--- src/rtl/mips_ctrl_pkg.sv ---
// Shared opcode/funct encodings, ALU-control codes and the control bundle
// carried from ID into EX for the five-stage MIPS control pipeline.
package mips_ctrl_pkg;

  localparam logic [5:0] OP_RTYPE = 6'b000000;
  localparam logic [5:0] OP_LW    = 6'b100011;
  localparam logic [5:0] OP_SW    = 6'b101011;
  localparam logic [5:0] OP_BEQ   = 6'b000100;
  localparam logic [5:0] OP_BNE   = 6'b000101;
  localparam logic [5:0] OP_ADDI  = 6'b001000;
  localparam logic [5:0] OP_ANDI  = 6'b001100;
  localparam logic [5:0] OP_ORI   = 6'b001101;
  localparam logic [5:0] OP_SLTI  = 6'b001010;
  localparam logic [5:0] OP_J     = 6'b000010;

  localparam logic [5:0] FN_ADD = 6'b100000;
  localparam logic [5:0] FN_SUB = 6'b100010;
  localparam logic [5:0] FN_AND = 6'b100100;
  localparam logic [5:0] FN_OR  = 6'b100101;
  localparam logic [5:0] FN_XOR = 6'b100110;
  localparam logic [5:0] FN_NOR = 6'b100111;
  localparam logic [5:0] FN_SLT = 6'b101010;

  // Codes are held at 4 bits; the top level zero-extends or trims to ALUCTRL_W.
  localparam logic [3:0] ALU_AND = 4'b0000;
  localparam logic [3:0] ALU_OR  = 4'b0001;
  localparam logic [3:0] ALU_ADD = 4'b0010;
  localparam logic [3:0] ALU_SUB = 4'b0110;
  localparam logic [3:0] ALU_SLT = 4'b0111;
  localparam logic [3:0] ALU_XOR = 4'b1000;
  localparam logic [3:0] ALU_NOR = 4'b1001;

  typedef struct packed {
    logic       regwrite;
    logic       memtoreg;
    logic       memwrite;
    logic       alusrc;
    logic       regdst;
    logic       zeroext;
    logic [3:0] alucontrol;
  } ctrl_bundle_t;

endpackage

--- src/rtl/mips_ctrl_pipe_if.sv ---
// ID-stage inputs and per-stage control outputs of the MIPS control pipeline.
interface mips_ctrl_pipe_if #(
  parameter int ALUCTRL_W = 3,
  parameter int CNT_W     = 32
);
  logic                 valid_d;
  logic [5:0]           op;
  logic [5:0]           funct;
  logic                 flush_e;
  logic                 hold;

  logic                 branch_d;
  logic                 branch_ne_d;
  logic                 jump_d;
  logic                 illegal_d;

  logic                 valid_e;
  logic                 regwrite_e;
  logic                 memtoreg_e;
  logic                 memwrite_e;
  logic                 alusrc_e;
  logic                 regdst_e;
  logic                 zeroext_e;
  logic [ALUCTRL_W-1:0] alucontrol_e;

  logic                 valid_m;
  logic                 regwrite_m;
  logic                 memtoreg_m;
  logic                 memwrite_m;

  logic                 valid_w;
  logic                 regwrite_w;
  logic                 memtoreg_w;

  logic                 illegal_seen;
  logic [CNT_W-1:0]     retired;

  modport master (
    output valid_d, op, funct, flush_e, hold,
    input  branch_d, branch_ne_d, jump_d, illegal_d,
    input  valid_e, regwrite_e, memtoreg_e, memwrite_e, alusrc_e, regdst_e,
           zeroext_e, alucontrol_e,
    input  valid_m, regwrite_m, memtoreg_m, memwrite_m,
    input  valid_w, regwrite_w, memtoreg_w,
    input  illegal_seen, retired
  );

  modport slave (
    input  valid_d, op, funct, flush_e, hold,
    output branch_d, branch_ne_d, jump_d, illegal_d,
    output valid_e, regwrite_e, memtoreg_e, memwrite_e, alusrc_e, regdst_e,
           zeroext_e, alucontrol_e,
    output valid_m, regwrite_m, memtoreg_m, memwrite_m,
    output valid_w, regwrite_w, memtoreg_w,
    output illegal_seen, retired
  );
endinterface

--- src/rtl/mips_ctrl_decode.sv ---
// Combinational ID-stage decoder: op/funct to control bundle plus branch,
// jump and illegal flags. Unsupported encodings collapse to a NOP bundle.
module mips_ctrl_decode
  import mips_ctrl_pkg::*;
#(
  parameter int ALUCTRL_W = 3,
  parameter int EXT_OPS   = 0
) (
  input  logic         valid_d,
  input  logic [5:0]   op,
  input  logic [5:0]   funct,
  output ctrl_bundle_t ctrl,
  output logic         branch,
  output logic         branch_ne,
  output logic         jump,
  output logic         illegal
);

  localparam bit WIDE_ALU = (ALUCTRL_W >= 4);
  localparam bit EXT_EN   = (EXT_OPS != 0);

  always_comb begin
    // NOTE: every output gets a default before the case so no path leaves one
    // unassigned; a missing default here would infer a latch.
    ctrl      = '0;
    branch    = 1'b0;
    branch_ne = 1'b0;
    jump      = 1'b0;
    illegal   = 1'b0;

    if (valid_d) begin
      case (op)
        OP_RTYPE: begin
          ctrl.regwrite = 1'b1;
          ctrl.regdst   = 1'b1;
          case (funct)
            FN_ADD:  ctrl.alucontrol = ALU_ADD;
            FN_SUB:  ctrl.alucontrol = ALU_SUB;
            FN_AND:  ctrl.alucontrol = ALU_AND;
            FN_OR:   ctrl.alucontrol = ALU_OR;
            FN_SLT:  ctrl.alucontrol = ALU_SLT;
            FN_XOR:  if (WIDE_ALU) ctrl.alucontrol = ALU_XOR; else illegal = 1'b1;
            FN_NOR:  if (WIDE_ALU) ctrl.alucontrol = ALU_NOR; else illegal = 1'b1;
            default: illegal = 1'b1;
          endcase
        end
        OP_LW: begin
          ctrl.regwrite   = 1'b1;
          ctrl.alusrc     = 1'b1;
          ctrl.memtoreg   = 1'b1;
          ctrl.alucontrol = ALU_ADD;
        end
        OP_SW: begin
          ctrl.memwrite   = 1'b1;
          ctrl.alusrc     = 1'b1;
          ctrl.alucontrol = ALU_ADD;
        end
        OP_BEQ: begin
          branch          = 1'b1;
          ctrl.alucontrol = ALU_SUB;
        end
        OP_ADDI: begin
          ctrl.regwrite   = 1'b1;
          ctrl.alusrc     = 1'b1;
          ctrl.alucontrol = ALU_ADD;
        end
        OP_J: jump = 1'b1;
        OP_BNE: begin
          if (EXT_EN) begin
            branch_ne       = 1'b1;
            ctrl.alucontrol = ALU_SUB;
          end else illegal = 1'b1;
        end
        OP_ANDI, OP_ORI: begin
          if (EXT_EN) begin
            ctrl.regwrite   = 1'b1;
            ctrl.alusrc     = 1'b1;
            ctrl.zeroext    = 1'b1;
            ctrl.alucontrol = (op == OP_ANDI) ? ALU_AND : ALU_OR;
          end else illegal = 1'b1;
        end
        OP_SLTI: begin
          if (EXT_EN) begin
            ctrl.regwrite   = 1'b1;
            ctrl.alusrc     = 1'b1;
            ctrl.alucontrol = ALU_SLT;
          end else illegal = 1'b1;
        end
        default: illegal = 1'b1;
      endcase

      // An illegal encoding still travels down the pipe, but as a pure NOP.
      if (illegal) begin
        ctrl      = '0;
        branch    = 1'b0;
        branch_ne = 1'b0;
        jump      = 1'b0;
      end
    end
  end

endmodule

--- src/rtl/mips_ctrl_pipe.sv ---
// Pipelined MIPS control unit: ID decode feeding ID/EX, EX/MEM and MEM/WB
// control registers, with flush bubbles, global hold, sticky illegal flag
// and a saturating retired-instruction counter.
module mips_ctrl_pipe
  import mips_ctrl_pkg::*;
#(
  parameter int ALUCTRL_W = 3,
  parameter int EXT_OPS   = 0,
  parameter int CNT_W     = 32
) (
  input  logic            clk,
  input  logic            rst_n,
  mips_ctrl_pipe_if.slave bus
);

  ctrl_bundle_t     ctrl_d;
  logic             illegal_d;

  ctrl_bundle_t     ex_q;
  logic             ex_valid_q;
  logic             mem_valid_q, mem_regwrite_q, mem_memtoreg_q, mem_memwrite_q;
  logic             wb_valid_q, wb_regwrite_q, wb_memtoreg_q;
  logic             illegal_seen_q;
  logic [CNT_W-1:0] retired_q;

  mips_ctrl_decode #(
    .ALUCTRL_W (ALUCTRL_W),
    .EXT_OPS   (EXT_OPS)
  ) u_decode (
    .valid_d   (bus.valid_d),
    .op        (bus.op),
    .funct     (bus.funct),
    .ctrl      (ctrl_d),
    .branch    (bus.branch_d),
    .branch_ne (bus.branch_ne_d),
    .jump      (bus.jump_d),
    .illegal   (illegal_d)
  );

  always_ff @(posedge clk or negedge rst_n) begin
    if (!rst_n) begin
      ex_q           <= '0;
      ex_valid_q     <= 1'b0;
      mem_valid_q    <= 1'b0;
      mem_regwrite_q <= 1'b0;
      mem_memtoreg_q <= 1'b0;
      mem_memwrite_q <= 1'b0;
      wb_valid_q     <= 1'b0;
      wb_regwrite_q  <= 1'b0;
      wb_memtoreg_q  <= 1'b0;
      illegal_seen_q <= 1'b0;
      retired_q      <= '0;
    end else if (!bus.hold) begin
      // NOTE: non-blocking assignments let each stage capture the previous
      // stage's pre-edge value, which is what makes this a shift pipeline.
      ex_valid_q     <= bus.valid_d && !bus.flush_e;
      ex_q           <= bus.flush_e ? '0 : ctrl_d;
      mem_valid_q    <= ex_valid_q;
      mem_regwrite_q <= ex_q.regwrite;
      mem_memtoreg_q <= ex_q.memtoreg;
      mem_memwrite_q <= ex_q.memwrite;
      wb_valid_q     <= mem_valid_q;
      wb_regwrite_q  <= mem_regwrite_q;
      wb_memtoreg_q  <= mem_memtoreg_q;
      // A flushed illegal instruction is still recorded.
      if (illegal_d) illegal_seen_q <= 1'b1;
      if (wb_valid_q && (retired_q != '1)) retired_q <= retired_q + CNT_W'(1);
    end
  end

  assign bus.illegal_d    = illegal_d;
  assign bus.valid_e      = ex_valid_q;
  assign bus.regwrite_e   = ex_q.regwrite;
  assign bus.memtoreg_e   = ex_q.memtoreg;
  assign bus.memwrite_e   = ex_q.memwrite;
  assign bus.alusrc_e     = ex_q.alusrc;
  assign bus.regdst_e     = ex_q.regdst;
  assign bus.zeroext_e    = ex_q.zeroext;
  assign bus.alucontrol_e = ALUCTRL_W'(ex_q.alucontrol);
  assign bus.valid_m      = mem_valid_q;
  assign bus.regwrite_m   = mem_regwrite_q;
  assign bus.memtoreg_m   = mem_memtoreg_q;
  assign bus.memwrite_m   = mem_memwrite_q;
  assign bus.valid_w      = wb_valid_q;
  assign bus.regwrite_w   = wb_regwrite_q;
  assign bus.memtoreg_w   = wb_memtoreg_q;
  assign bus.illegal_seen = illegal_seen_q;
  assign bus.retired      = retired_q;

endmodule
--- src/flat_wrapper.sv ---
// flat-port wrapper written by rule: the top's interface ports become plain ports
module mips_ctrl_pipe_flat import mips_ctrl_pkg::*;
#(
  parameter int ALUCTRL_W = 3,
  parameter int EXT_OPS   = 0,
  parameter int CNT_W     = 32
)
  (clk, rst_n, bus_valid_d, bus_op, bus_funct, bus_flush_e, bus_hold, bus_branch_d, bus_branch_ne_d, bus_jump_d, bus_illegal_d, bus_valid_e, bus_regwrite_e, bus_memtoreg_e, bus_memwrite_e, bus_alusrc_e, bus_regdst_e, bus_zeroext_e, bus_alucontrol_e, bus_valid_m, bus_regwrite_m, bus_memtoreg_m, bus_memwrite_m, bus_valid_w, bus_regwrite_w, bus_memtoreg_w, bus_illegal_seen, bus_retired);
  mips_ctrl_pipe_if #(.ALUCTRL_W(ALUCTRL_W), .CNT_W(CNT_W)) bus_i ();
  input  logic clk;
  input  logic rst_n;
  input wire logic [$bits(bus_i.valid_d)-1:0] bus_valid_d;
  input wire logic [$bits(bus_i.op)-1:0] bus_op;
  input wire logic [$bits(bus_i.funct)-1:0] bus_funct;
  input wire logic [$bits(bus_i.flush_e)-1:0] bus_flush_e;
  input wire logic [$bits(bus_i.hold)-1:0] bus_hold;
  output wire logic [$bits(bus_i.branch_d)-1:0] bus_branch_d;
  output wire logic [$bits(bus_i.branch_ne_d)-1:0] bus_branch_ne_d;
  output wire logic [$bits(bus_i.jump_d)-1:0] bus_jump_d;
  output wire logic [$bits(bus_i.illegal_d)-1:0] bus_illegal_d;
  output wire logic [$bits(bus_i.valid_e)-1:0] bus_valid_e;
  output wire logic [$bits(bus_i.regwrite_e)-1:0] bus_regwrite_e;
  output wire logic [$bits(bus_i.memtoreg_e)-1:0] bus_memtoreg_e;
  output wire logic [$bits(bus_i.memwrite_e)-1:0] bus_memwrite_e;
  output wire logic [$bits(bus_i.alusrc_e)-1:0] bus_alusrc_e;
  output wire logic [$bits(bus_i.regdst_e)-1:0] bus_regdst_e;
  output wire logic [$bits(bus_i.zeroext_e)-1:0] bus_zeroext_e;
  output wire logic [$bits(bus_i.alucontrol_e)-1:0] bus_alucontrol_e;
  output wire logic [$bits(bus_i.valid_m)-1:0] bus_valid_m;
  output wire logic [$bits(bus_i.regwrite_m)-1:0] bus_regwrite_m;
  output wire logic [$bits(bus_i.memtoreg_m)-1:0] bus_memtoreg_m;
  output wire logic [$bits(bus_i.memwrite_m)-1:0] bus_memwrite_m;
  output wire logic [$bits(bus_i.valid_w)-1:0] bus_valid_w;
  output wire logic [$bits(bus_i.regwrite_w)-1:0] bus_regwrite_w;
  output wire logic [$bits(bus_i.memtoreg_w)-1:0] bus_memtoreg_w;
  output wire logic [$bits(bus_i.illegal_seen)-1:0] bus_illegal_seen;
  output wire logic [$bits(bus_i.retired)-1:0] bus_retired;
  assign bus_i.valid_d = bus_valid_d;
  assign bus_i.op = bus_op;
  assign bus_i.funct = bus_funct;
  assign bus_i.flush_e = bus_flush_e;
  assign bus_i.hold = bus_hold;
  assign bus_branch_d = bus_i.branch_d;
  assign bus_branch_ne_d = bus_i.branch_ne_d;
  assign bus_jump_d = bus_i.jump_d;
  assign bus_illegal_d = bus_i.illegal_d;
  assign bus_valid_e = bus_i.valid_e;
  assign bus_regwrite_e = bus_i.regwrite_e;
  assign bus_memtoreg_e = bus_i.memtoreg_e;
  assign bus_memwrite_e = bus_i.memwrite_e;
  assign bus_alusrc_e = bus_i.alusrc_e;
  assign bus_regdst_e = bus_i.regdst_e;
  assign bus_zeroext_e = bus_i.zeroext_e;
  assign bus_alucontrol_e = bus_i.alucontrol_e;
  assign bus_valid_m = bus_i.valid_m;
  assign bus_regwrite_m = bus_i.regwrite_m;
  assign bus_memtoreg_m = bus_i.memtoreg_m;
  assign bus_memwrite_m = bus_i.memwrite_m;
  assign bus_valid_w = bus_i.valid_w;
  assign bus_regwrite_w = bus_i.regwrite_w;
  assign bus_memtoreg_w = bus_i.memtoreg_w;
  assign bus_illegal_seen = bus_i.illegal_seen;
  assign bus_retired = bus_i.retired;
  mips_ctrl_pipe #(.ALUCTRL_W(ALUCTRL_W), .EXT_OPS(EXT_OPS), .CNT_W(CNT_W)) u_core (.clk(clk), .rst_n(rst_n), .bus(bus_i));
endmodule
--- config.mk ---
export PLATFORM = sky130hd
export DESIGN_NAME = mips_ctrl_pipe_flat
export DESIGN_NICKNAME = d
export VERILOG_FILES = /design/src/rtl/mips_ctrl_pkg.sv /design/src/rtl/mips_ctrl_pipe_if.sv /design/src/rtl/mips_ctrl_decode.sv /design/src/rtl/mips_ctrl_pipe.sv /design/src/flat_wrapper.sv
export SDC_FILE = /design/constraint.sdc
export NUM_CORES = 1
export LEC_CHECK = 0
export CORE_ASPECT_RATIO = 0.5
export CORE_MARGIN = 3
export CORE_UTILIZATION = 46
export DETAILED_ROUTE_END_ITERATION = 7
export MAX_ROUTING_LAYER = met4
export PLACE_DENSITY_LB_ADDON = 0.25
export SLEW_MARGIN = 20
export SYNTH_ARGS = -nofsm -noshare
export SYNTH_HDL_FRONTEND = slang
export SYNTH_SLANG_ARGS = --single-unit
--- constraint.sdc ---
create_clock -name clk -period 2.2 [get_ports clk]
set_input_delay 0.44 -clock clk [delete_from_list [all_inputs] [get_ports clk]]
set_output_delay 0.44 -clock clk [all_outputs]
set_load 0.05 [all_outputs]
==> reports/results.txt <==
Status: complete, no violations
Gate Count Post-Synth: 232
Share of the clock period used by the worst path: 98.34%
Path type of the worst min-delay path: input port to async pin
Cell area after technology mapping: 0.002454 mm2
Nature of the critical path startpoint: input port
Maximum clock path buffer count: 2
Die outline area: 0.006300 mm2
Layout Utilization: 73.12%
CP max stage cell: dlygate4sd2_1
Max IR drop VDD: 0.0004395 V
Final-layout fill cell count: 381
Final period demand of the worst path: 2164 ps
Pin count of the biggest net entering global routing: 37
Area overhead of the layout relative to synthesis: 50.33%
Crit path kind: input port to output port
Clock Pin Slew Worst Setup and Hold Paths: 80 ps
Floorplan die height: 57.65 um
Routability congestion estimate: 0.9056
Num CTS Buffers: 5
Worst Hold Slack: 216.5 ps
Overall global routing resource usage: 21.20%
Unrepaired setup endpoints after global routing: true
Initial cell density of the core: 48.64%
Routed wire length per instance: 15.10 um
Post-layout net count: 357
Port Buffer Count: 68
Number of flip-flops under the largest register name: 32
Number of antenna violations at the first check in global routing: 0
Number of diodes: 0
Number of warnings issued by yosys: 0
Final design instance area without fill: 0.003689 mm2
Synthesized area per cell: 10.58 um2
Worst Setup End Kind: output port
Share of final-layout standard cells stronger than drive strength 1: 25.00%
Vias in the first global route: 2242
Number of endpoints with negative hold slack in the final report: 0
Total via count in the routed design: 2253
Max cap viols: 0
Cell variety after synth: 45
Leftover overflow at the end of global routing: 0
Worst-case setup slack after placement: -333.8 ps
Tightest Pin Transition: 794.5 ps
Share of the yosys chip area belonging to registers: 49.97%
Critical-path maximum fanout: 3
Number of vias per cell after detailed routing: 5.495
Cell area power density: 600.3 mW/mm2
CTS tree: yes
EDFF count, synth: 0
Finish-stage setup viols: 0
Drt first-iter violations: 120
Number of cells after detailed placement: 398
Tot Pwr: 2.214 mW
Clock latency reported for the late side of the worst-skew pair: 300 ps
Final Worst Setup Slack: 36.43 ps
Core area: 0.005045 mm2
Post-route setup TNS: 0 ps
DRC viols: 0
Number of optimization iterations in the first detailed-route pass: 4
Wire length of the first global-routing pass: 10.35 mm
Detailed-placement wirelength estimate: 4.505 mm
Data arrival, critical path: 1720 ps
Root Buffer Master: clkbuf_8
Standby leakage power: 1.633 nW
FFs w/ async S/R, synth: 100.0%
Crit path cell chain: dlygate4sd2_1 > nor3_2 > buf_4 > nand2_1 > nor2_4 > nor3_4 > nor2_2 > buf_6
Longest individual stage delay on the worst path: 260 ps
Instance area at placement: 0.003472 mm2
Top Ports: 71
Peak Freq: 0.4622 GHz
Post-route non-filler standard cell count: 410
Die width: 109.3 um
Most used flip-flop cell after synthesis: dfrtp_1
Pins over their slew limit: 0
Number of sinks driven by the clock tree: 49
Number of placement rows: 18
Data required time of the critical path: 1760 ps
Total routed wirelength: 6.191 mm
Worst Clk Skew: 3.610 ps
Antenna Violating Nets Remaining: 0
Worst relative slew slack: 47.03%
#FFs+latches synth: 49
Number of levels in the clock H-tree: 2
-- Yosys cell counts, types with 2 or more instances --
cell type,number,area (um2)
nand2_1,17,63.81
clkbuf_1,5,18.77
nand3_1,15,75.07
inv_1,6,22.52
a31oi_1,2,12.51
buf_4,2,15.01
nor2_1,14,52.55
dfrtp_1,49,1226
xnor2_1,19,166.4
mux2_2,9,101.4
nor4_1,5,31.28
and4_1,3,26.28
nor2b_1,3,18.77
o31ai_1,2,15.01
nand2b_1,5,31.28
nand4_1,16,100.1
a21o_1,2,15.01
and3_1,4,25.02
and2_1,3,18.77
nor3_1,13,65.06
o21ai_0,4,20.02
xor2_1,10,87.58
a22o_1,2,17.52
-- worst max-delay path: cells and delay by family --
kind	cells	cell delay, ps
buffers and inverters	3	590
and+or+nand+nor	5	690
-- power breakdown --
group,leakage (nW),internal [mW],switching [mW],total [mW]
Sequential,0.649,0.951,0.0642,1.02
Clock,0.0585,0.371,0.291,0.661
Combinational,0.926,0.202,0.336,0.537
Total,1.63,1.52,0.691,2.21
-- area by class of cell --
cell class	count	area, um2	share of cell area, %
Tap cell	70	87.58	2.374
Sequential cell	49	1239	33.58
Clock inverter	1	30.03	0.8141
Timing Repair Buffer	106	970.9	26.32
Clock buffer	7	86.33	2.341
Inverter	6	22.52	0.6106
Multi-Input combinational cell	171	1252	33.96
-- cell families after synthesis --
family | share of synthesized area, %
AO/OA/AOI/OAI | 7.802
XOR/XNOR | 10.35
adder cells (fa/ha/maj) | 0.5099
buffers and inverters | 2.295
flip-flops | 49.97
multiplexers | 4.131
other | 0.1528
AND/OR/NAND/NOR | 24.78
-- cell usage in the layout, fill, tap and decap left out, types with 9 or more instances in the layout --
cell type | Yosys | routed
nor2_1 | 14 | 11
nor3_1 | 13 | 11
dfrtp_2 | 0 | 10
xnor2_1 | 19 | 19
mux2_2 | 9 | 9
nand4_1 | 16 | 16
buf_4 | 2 | 38
dfrtp_1 | 49 | 39
dlygate4sd2_1 | 0 | 10
xor2_1 | 10 | 10
clkdlybuf4s50_1 | 0 | 53
nand2_1 | 17 | 17
nand3_1 | 15 | 15
-- final timing paths --
kind | start | end | slack (ps) | cells after the start
min | rst_n | u_core.bus.retired[23]$_DFFE_PN0P_ | 220 | 1
min in group clk | u_core.bus.illegal_seen$_DFFE_PN0P_ | u_core.bus.illegal_seen$_DFFE_PN0P_ | 500 | 2
max | bus_op[0] | bus_illegal_d | 40 | 8
max in group asynchronous | rst_n | u_core.bus.retired[22]$_DFFE_PN0P_ | 1350 | 2
min reg2reg | u_core.bus.illegal_seen$_DFFE_PN0P_ | u_core.bus.illegal_seen$_DFFE_PN0P_ | 500 | 2
max reg2reg | u_core.bus.retired[3]$_DFFE_PN0P_ | u_core.bus.retired[21]$_DFFE_PN0P_ | 150 | 5
-- what timing repair did --
| item | CTS | global route |
|---|---|---|
| resized for setup | 27 | 4 |
| pin swaps | 6 | 5 |
| endpoints found under the setup margin | 2 | 1 |
| hold buffers | 0 | 0 |
| setup buffers | 1 | 3 |
-- metal layers --
layer  vias to the layer above  share of wire (%)  global-route usage (%)
li1                       1056                  -                       -
met1                      1103                 42                   25.36
met2                        83                 50                   36.39
met3                        11                6.7                   5.228
met4                         0                1.5                   5.506
met5                         -                  0                       -
Note: power is estimated with default switching activity, not from simulation.
